--- src/rtl/seg_scan.sv ---
`default_nettype none
// ============================================================================
// Module   : seg_scan
// Brief    : 8-digit time-multiplexed scan controller with double-buffered
//            value, per-digit enable and optional leading-zero blanking.
// Revision : 1.0 - initial release
// ============================================================================
module seg_scan #(
  parameter int CLK_DIV = 50000,
  parameter bit LZB     = 1'b0
) (
  input  logic        clk,
  input  logic        rst,
  input  logic        init,
  input  logic        load,
  input  logic [31:0] value,
  input  logic [7:0]  digit_en,
  output logic [3:0]  n,
  output logic [7:0]  anode,
  output logic        frame
);

  localparam int                 c_CNT_W = (CLK_DIV > 1) ? $clog2(CLK_DIV) : 1;
  localparam logic [c_CNT_W-1:0] c_TICK  = c_CNT_W'(CLK_DIV - 1);

  typedef enum logic [0:0] {
    S_IDLE = 1'b0,
    S_SCAN = 1'b1
  } state_t;

  state_t               r_state;
  state_t               w_state_nxt;
  logic [c_CNT_W-1:0]   r_cnt;
  logic [c_CNT_W-1:0]   w_cnt_nxt;
  logic [2:0]           r_idx;
  logic [2:0]           w_idx_nxt;
  logic [31:0]          r_display;
  logic [31:0]          r_pending;
  logic [31:0]          w_disp_nxt;
  logic                 r_pend;
  logic                 w_commit;
  logic                 w_frame_nxt;
  logic                 w_active;
  logic                 w_tick;
  logic [7:0]           r_anode;
  logic [7:0]           w_anode_nxt;
  logic [3:0]           r_n;
  logic [3:0]           w_n_nxt;
  logic                 r_frame;
  logic [7:0]           w_zero_from;
  logic                 w_blank;

  assign w_tick = (r_cnt == c_TICK);

  always_comb begin
    w_state_nxt = r_state;
    w_cnt_nxt   = r_cnt;
    w_idx_nxt   = r_idx;
    w_commit    = 1'b0;
    w_frame_nxt = 1'b0;
    w_active    = 1'b0;
    case (r_state)
      S_IDLE: begin
        w_cnt_nxt = '0;
        w_idx_nxt = 3'd0;
        if (init) begin
          // Entry edge commits a pending value so slot 0 already shows it.
          w_state_nxt = S_SCAN;
          w_commit    = r_pend;
          w_active    = 1'b1;
        end
      end
      S_SCAN: begin
        if (!init) begin
          w_state_nxt = S_IDLE;
          w_cnt_nxt   = '0;
          w_idx_nxt   = 3'd0;
        end else begin
          w_active = 1'b1;
          if (w_tick) begin
            w_cnt_nxt = '0;
            w_idx_nxt = r_idx + 3'd1;
            if (r_idx == 3'd7) begin
              w_commit    = r_pend;
              w_frame_nxt = 1'b1;
            end
          end else begin
            w_cnt_nxt = r_cnt + c_CNT_W'(1);
          end
        end
      end
      default: begin
        w_state_nxt = S_IDLE;
        w_cnt_nxt   = '0;
        w_idx_nxt   = 3'd0;
      end
    endcase
  end

  // Outputs are derived from the post-edge slot and display contents.
  assign w_disp_nxt = w_commit ? r_pending : r_display;

  for (genvar k = 0; k < 8; k++) begin : g_lzb
    assign w_zero_from[k] = ~|w_disp_nxt[31:4*k];
  end

  assign w_blank = ~digit_en[w_idx_nxt]
                 | (LZB && (w_idx_nxt != 3'd0) && w_zero_from[w_idx_nxt]);

  always_comb begin
    w_anode_nxt = 8'hFF;
    w_n_nxt     = 4'h0;
    if (w_active) begin
      w_n_nxt = w_disp_nxt[{w_idx_nxt, 2'b00} +: 4];
      if (!w_blank) begin
        w_anode_nxt = ~(8'd1 << w_idx_nxt);
      end
    end
  end

  always_ff @(posedge clk) begin
    if (rst) begin
      r_state   <= S_IDLE;
      r_cnt     <= '0;
      r_idx     <= 3'd0;
      r_display <= 32'h0;
      r_pending <= 32'h0;
      r_pend    <= 1'b0;
      r_anode   <= 8'hFF;
      r_n       <= 4'h0;
      r_frame   <= 1'b0;
    end else begin
      r_state   <= w_state_nxt;
      r_cnt     <= w_cnt_nxt;
      r_idx     <= w_idx_nxt;
      r_display <= w_disp_nxt;
      if (load) begin
        r_pending <= value;
      end
      // A load on the commit edge stays pending for the following boundary.
      r_pend    <= load | (r_pend & ~w_commit);
      r_anode   <= w_anode_nxt;
      r_n       <= w_n_nxt;
      r_frame   <= w_frame_nxt;
    end
  end

  assign n     = r_n;
  assign anode = r_anode;
  assign frame = r_frame;

endmodule
`default_nettype wire

--- config.mk ---
export PLATFORM = sky130hd
export DESIGN_NAME = seg_scan
export DESIGN_NICKNAME = d
export VERILOG_FILES = /design/src/rtl/seg_scan.sv
export SDC_FILE = /design/constraint.sdc
export NUM_CORES = 1
export LEC_CHECK = 0
export ABC_AREA = 1
export BUFFER_PORTS_ARGS = -buffer_cell sky130_fd_sc_hd__buf_2
export CAP_MARGIN = 20
export CORE_UTILIZATION = 30
export DETAILED_ROUTE_END_ITERATION = 6
export GPL_TIMING_DRIVEN = 0
export PLACE_DENSITY = 0.55
export SYNTH_ARGS = -nofsm -noshare
export SYNTH_HDL_FRONTEND = slang
export SYNTH_SLANG_ARGS = --single-unit
--- constraint.sdc ---
create_clock -name clk -period 3.2 [get_ports clk]
set_input_delay 0.32 -clock clk [delete_from_list [all_inputs] [get_ports clk]]
set_output_delay 0.32 -clock clk [all_outputs]
set_load 0.01 [all_outputs]
# Yosys cells after proc, flatten, opt, wreduce, memory -nomap -nowiden
# Index checks and enable logic that the tools add are counted.
[op_classes]
addsub = 2
order_cmp = 1
n_eq_ne = 2
shifts = 2
mux = 16
bitwise = 9
n_reduce_logical = 3
[op_table]
columns = ["op", "n"]
rows = [
  ["$mux 16", 2],
  ["$mux 32", 1],
  ["$pmux 16 s2", 1],
  ["$shiftx 32x6->4", 1],
  ["$add 16x1->16 const B", 1],
  ["$eq 16x16->1 const B", 1],
  ["$not 8->8", 1],
  ["$shl 1x3->8 const A", 1],
  ["$mux 1", 7],
  ["$mux 3", 2],
  ["$not 1->1", 6],
  ["$pmux 3 s2", 1],
  ["$lt 3x4->1 const B", 1],
  ["$reduce_or 4->1", 1],
  ["$add 3x1->3 const B", 1],
  ["$bmux 1 s3", 1],
  ["$eq 3x3->1 const B", 1],
  ["$reduce_or 3->1", 1],
  ["$pmux 1 s2", 1],
  ["$reduce_or 2->1", 1],
  ["$and 1x1->1", 1],
  ["$or 1x1->1", 1],
]
[word_totals]
reg_bits = 98
inputBits = 44
output_inout_bits = 13

# Longest topological paths before layout
[logic_depth]
depth_word = 8
mapped_depth = 14
depth_no_buf = 14

# Worst setup path before layout
# No wires, ideal clock.
[synth_path]
path_type = "register -> register"
startpoint = "reg r_cnt[0]"
endpoint = "reg r_n[1] (netlist: n[1])"
arrival_time_ps = 1650
t_required_ps = 3086
setup_slack_ps = 1436
path_stages_with_launch = 13
cell_sequence = "dfxtp_1 > ha_1 > nand3_2 > nor2_4 > nand3_4 > nand2_4 > nand2_4 > buf_6 > o21a_1 > nand2_1 > nand2_1 > nor2_1 > nor2_1"
[synth_via]
elab_chain_len = 6
word_cells_on_any_way = 9
[synth_lines]
columns = ["item", "line_no", "rtl"]
rows = [
  ["start, declared", "33", "logic [c_CNT_W-1:0] r_cnt;"],
  ["start signal, assigned", "134", "r_cnt <= w_cnt_nxt;"],
  ["$eq 16x16->1 (*)", "53", "assign w_tick = (r_cnt == c_TICK);"],
  ["$mux 1", "80", "if (w_tick) begin"],
  ["$mux 1", "74", "if (!init) begin"],
  ["$pmux 1 s2", "62", "case (r_state)"],
  ["$mux 32", "101", "assign w_disp_nxt = w_commit ? r_pending : r_display;"],
  ["$shiftx 32x6->4 (*)", "114", "w_n_nxt = w_disp_nxt[{w_idx_nxt, 2'b00} +: 4];"],
  ["end signal, assigned", "143", "r_n <= w_n_nxt;"],
  ["end, declared", "47", "logic [3:0] r_n;"],
]
# Every way passes the cells marked *; elsewhere a longest branch is shown, timed or not.
# A chain may end at the register's enable or synchronous reset.

# Worst setup path after layout
[layout_path]
startpoint = "reg r_cnt[0]"
endpoint = "reg r_n[0] (netlist: n[0])"
# The elaborated chain is that of the path after synthesis.

==> impl_metrics.env <==
export IMPL_synth_distinct_cells=32
export IMPL_crit_path_max_fanout=10
export IMPL_ys_warn_count=0
export IMPL_maxSlewViolCount=0
export IMPL_period_share_pct=64.25
export IMPL_hpwlAfterDp_mm=7.533
export IMPL_cap_viol_max_count=0
export IMPL_drtAntennaViolNets=0
export IMPL_drive_gt1_share_pct=17.87
export IMPL_cts_sinks=98
export IMPL_antenna_cells=0
export IMPL_period_needed_ns=2.056
export IMPL_die_h_um=120.9
export IMPL_grt_pass1_wl_mm=16.07
export IMPL_seq_power_share_pct=49.9
export IMPL_synth_edff_count=0
export IMPL_relSlewSlack_pct=65.03
export IMPL_clkLatencyLatePin_ns=0.35
export IMPL_hold_violations=0
export IMPL_postCtsResizedCells=0
export IMPL_tritoncts="yes"
export IMPL_rsz0062_at_grt="no"
export IMPL_p_sw_share_pct=22.61
export IMPL_p_sw_uw=578.4
export IMPL_hold_class="input port to flop"
export IMPL_vias=3663
export IMPL_area_growth_pct=19.13
export IMPL_cp_arrival_ns=2.29
export IMPL_cts_buffers=9
export IMPL_hold_start="value[30]"
export IMPL_violations="DRC"
export IMPL_finalSetupViolations=0
export IMPL_internal_power_uw=1980
export IMPL_final_area_um2=5049
export IMPL_layout_common_cells="nand2_1, dfxtp_1, nor2_1"
export IMPL_antenna_found_initial=0
export IMPL_path_clk_slew_ns=0.07
export IMPL_power_density_nw_per_um2=506.7
export IMPL_startpoint="r_cnt[0]$_SDFF_PP0_"
export IMPL_vias_per_cell=4.478
export IMPL_rows=43
export IMPL_pwr_share_comb_pct=7.1
export IMPL_synth_area_per_cell_um2=7.487
export IMPL_grt_ovfl_total=0
export IMPL_port_buffers=56
export IMPL_place_area_um2=4743
export IMPL_core_um2=13830
export IMPL_ir_drop_mv=0.2583
export IMPL_crit_path_start_kind="flop"
export IMPL_synth_nets=613
export IMPL_p_total_uw=2558
export IMPL_htreeDepth=3
export IMPL_worstPathRequired_ns=3.43
export IMPL_r2r_start="r_cnt[0]$_SDFF_PP0_"
export IMPL_grt_max_degree=16
export IMPL_drt_iter0_markers=168
export IMPL_ctsLongestPathBuffers=2
export IMPL_timing_fmax_mhz=486.4
export IMPL_clkPwrFrac_pct=43.0
export IMPL_leakagePower_uw=0.002170
export IMPL_status="complete, but fails checks"
export IMPL_die_area_um2=14610
export IMPL_grt_pass1_vias=3474
export IMPL_wl_mm=9.768
export IMPL_grt_usage_pct=14.28
export IMPL_worstSetupPathType="flop to flop"
export IMPL_place_congestion=0.8228
export IMPL_nNetsFinal=680
export IMPL_post_cts_buffers=0
export IMPL_drcViolationCount=1
export IMPL_ys_seq_area_share_pct=46.29
export IMPL_finalClockSkew_ns=0.008530
export IMPL_ys_async_sr_fraction_pct=0
export IMPL_synth_cells=566
export IMPL_ys_ff_latch=98
export IMPL_synthFlopType="dfxtp_1"
export IMPL_critPathCaptureType="flop"
export IMPL_hold_buffers=0
export IMPL_wl_per_cell_um=11.94
export IMPL_tns_ns=0
export IMPL_tightest_slew_ns=0.5245
export IMPL_initial_core_util_pct=30.65
export IMPL_drt_pass1_iter_count=6
export IMPL_netlist_area_um2=4238
export IMPL_root_buffer="clkbuf_16"
export IMPL_ios=57
export IMPL_mostFrequentLayoutCell="nand2_1"
export IMPL_fp_dieW_um=120.9
registers in the layout (all words and copies together) (netlist names):
name and flops:
r_pending 32, r_display 32, n 4, frame 1
r_pend 1, r_idx 3, r_state 1, anode 8
r_cnt 16
through the flow:
stage                     worst slack, ns  cells  hold WS (ns)  util (%)
after global placement              1.130    802        0.4293     34.30
after floorplan                     1.436    566        0.4175         -
after global routing               0.9121    818        0.2134     36.51
after CTS                           1.072    818        0.1844     36.51
final                               1.144    818        0.1969     36.51
after detailed placement            1.098    802        0.4474     34.30
area by class of cell:
type / count / area, um^2
multi-input cells: 372 / 1862
plain buffers: 22 / 135.1
repair buffers: 56 / 280.3
flip-flops and latches: 98 / 1962
clock inverters: 4 / 48.80
inverters: 74 / 279.0
well taps: 180 / 225.2
fillers: 1478 / 8778
clock buffers: 12 / 256.5
cell families (layout without fill, tap and decap cells):
family	count (synthesis)	after routing	synth area share (%)
flops	98	98	46.29
buf+inv	96	168	9.772
simple gates	263	263	29.41
compound gates	104	104	13.23
fa+ha+maj	3	3	0.8858
xor+xnor	2	2	0.4134
synthesized netlist by cell type (6+ instances only):
master	n	area [um^2]
nand2_1	108	405.4
dfxtp_1	98	1962
nor2_1	86	322.8
inv_1	67	251.5
o21ai_0	39	195.2
a21oi_1	36	180.2
nand3_1	24	120.1
o21ai_1	15	75.07
clkbuf_1	14	52.55
nand4_1	10	62.56
nor3_1	7	35.03
buf_6	6	67.56
nand2_2	6	37.54
nand2_4	6	67.56
metal layers:
metal  GRT usage [%]  wire, um  vias up
met4           6.173       160        0
met1           17.07      4611     1665
met3           2.773       334       11
li1                -         -     1928
met5               0         0        -
met2           24.75      4661       59
worst paths after layout:
check	end	cells past startpoint	slack [ns]
worst min register to register	r_cnt[0]$_SDFF_PP0_	1	0.45
worst min-delay path	r_pending[30]$_SDFFE_PP0P_	3	0.20
worst max register to register	n[0]$_SDFF_PP0_	12	1.14
worst max-delay path	n[0]$_SDFF_PP0_	12	1.14
critical path: stages, from the launching register on:
cell	delay, ns
dfxtp_1	0.35
ha_1	0.21
nand3_2	0.14
nor2_4	0.25
nand3_4	0.11
nand2_4	0.10
nand2_4	0.10
buf_6	0.17
o21a_1	0.20
nand2_1	0.07
nand2_1	0.05
nor2_1	0.14
nor2_1	0.08
power by group through the flow:
stage,Clock [uW],Sequential (uW),Combinational [uW]
after CTS,1130,1280,184
after floorplan,0,1300,118
after detailed placement,0,1310,183
final,1100,1280,182
after global routing,1180,1280,209
after global placement,0,1300,179
No activity file was read; power rests on OpenSTA's default activity.
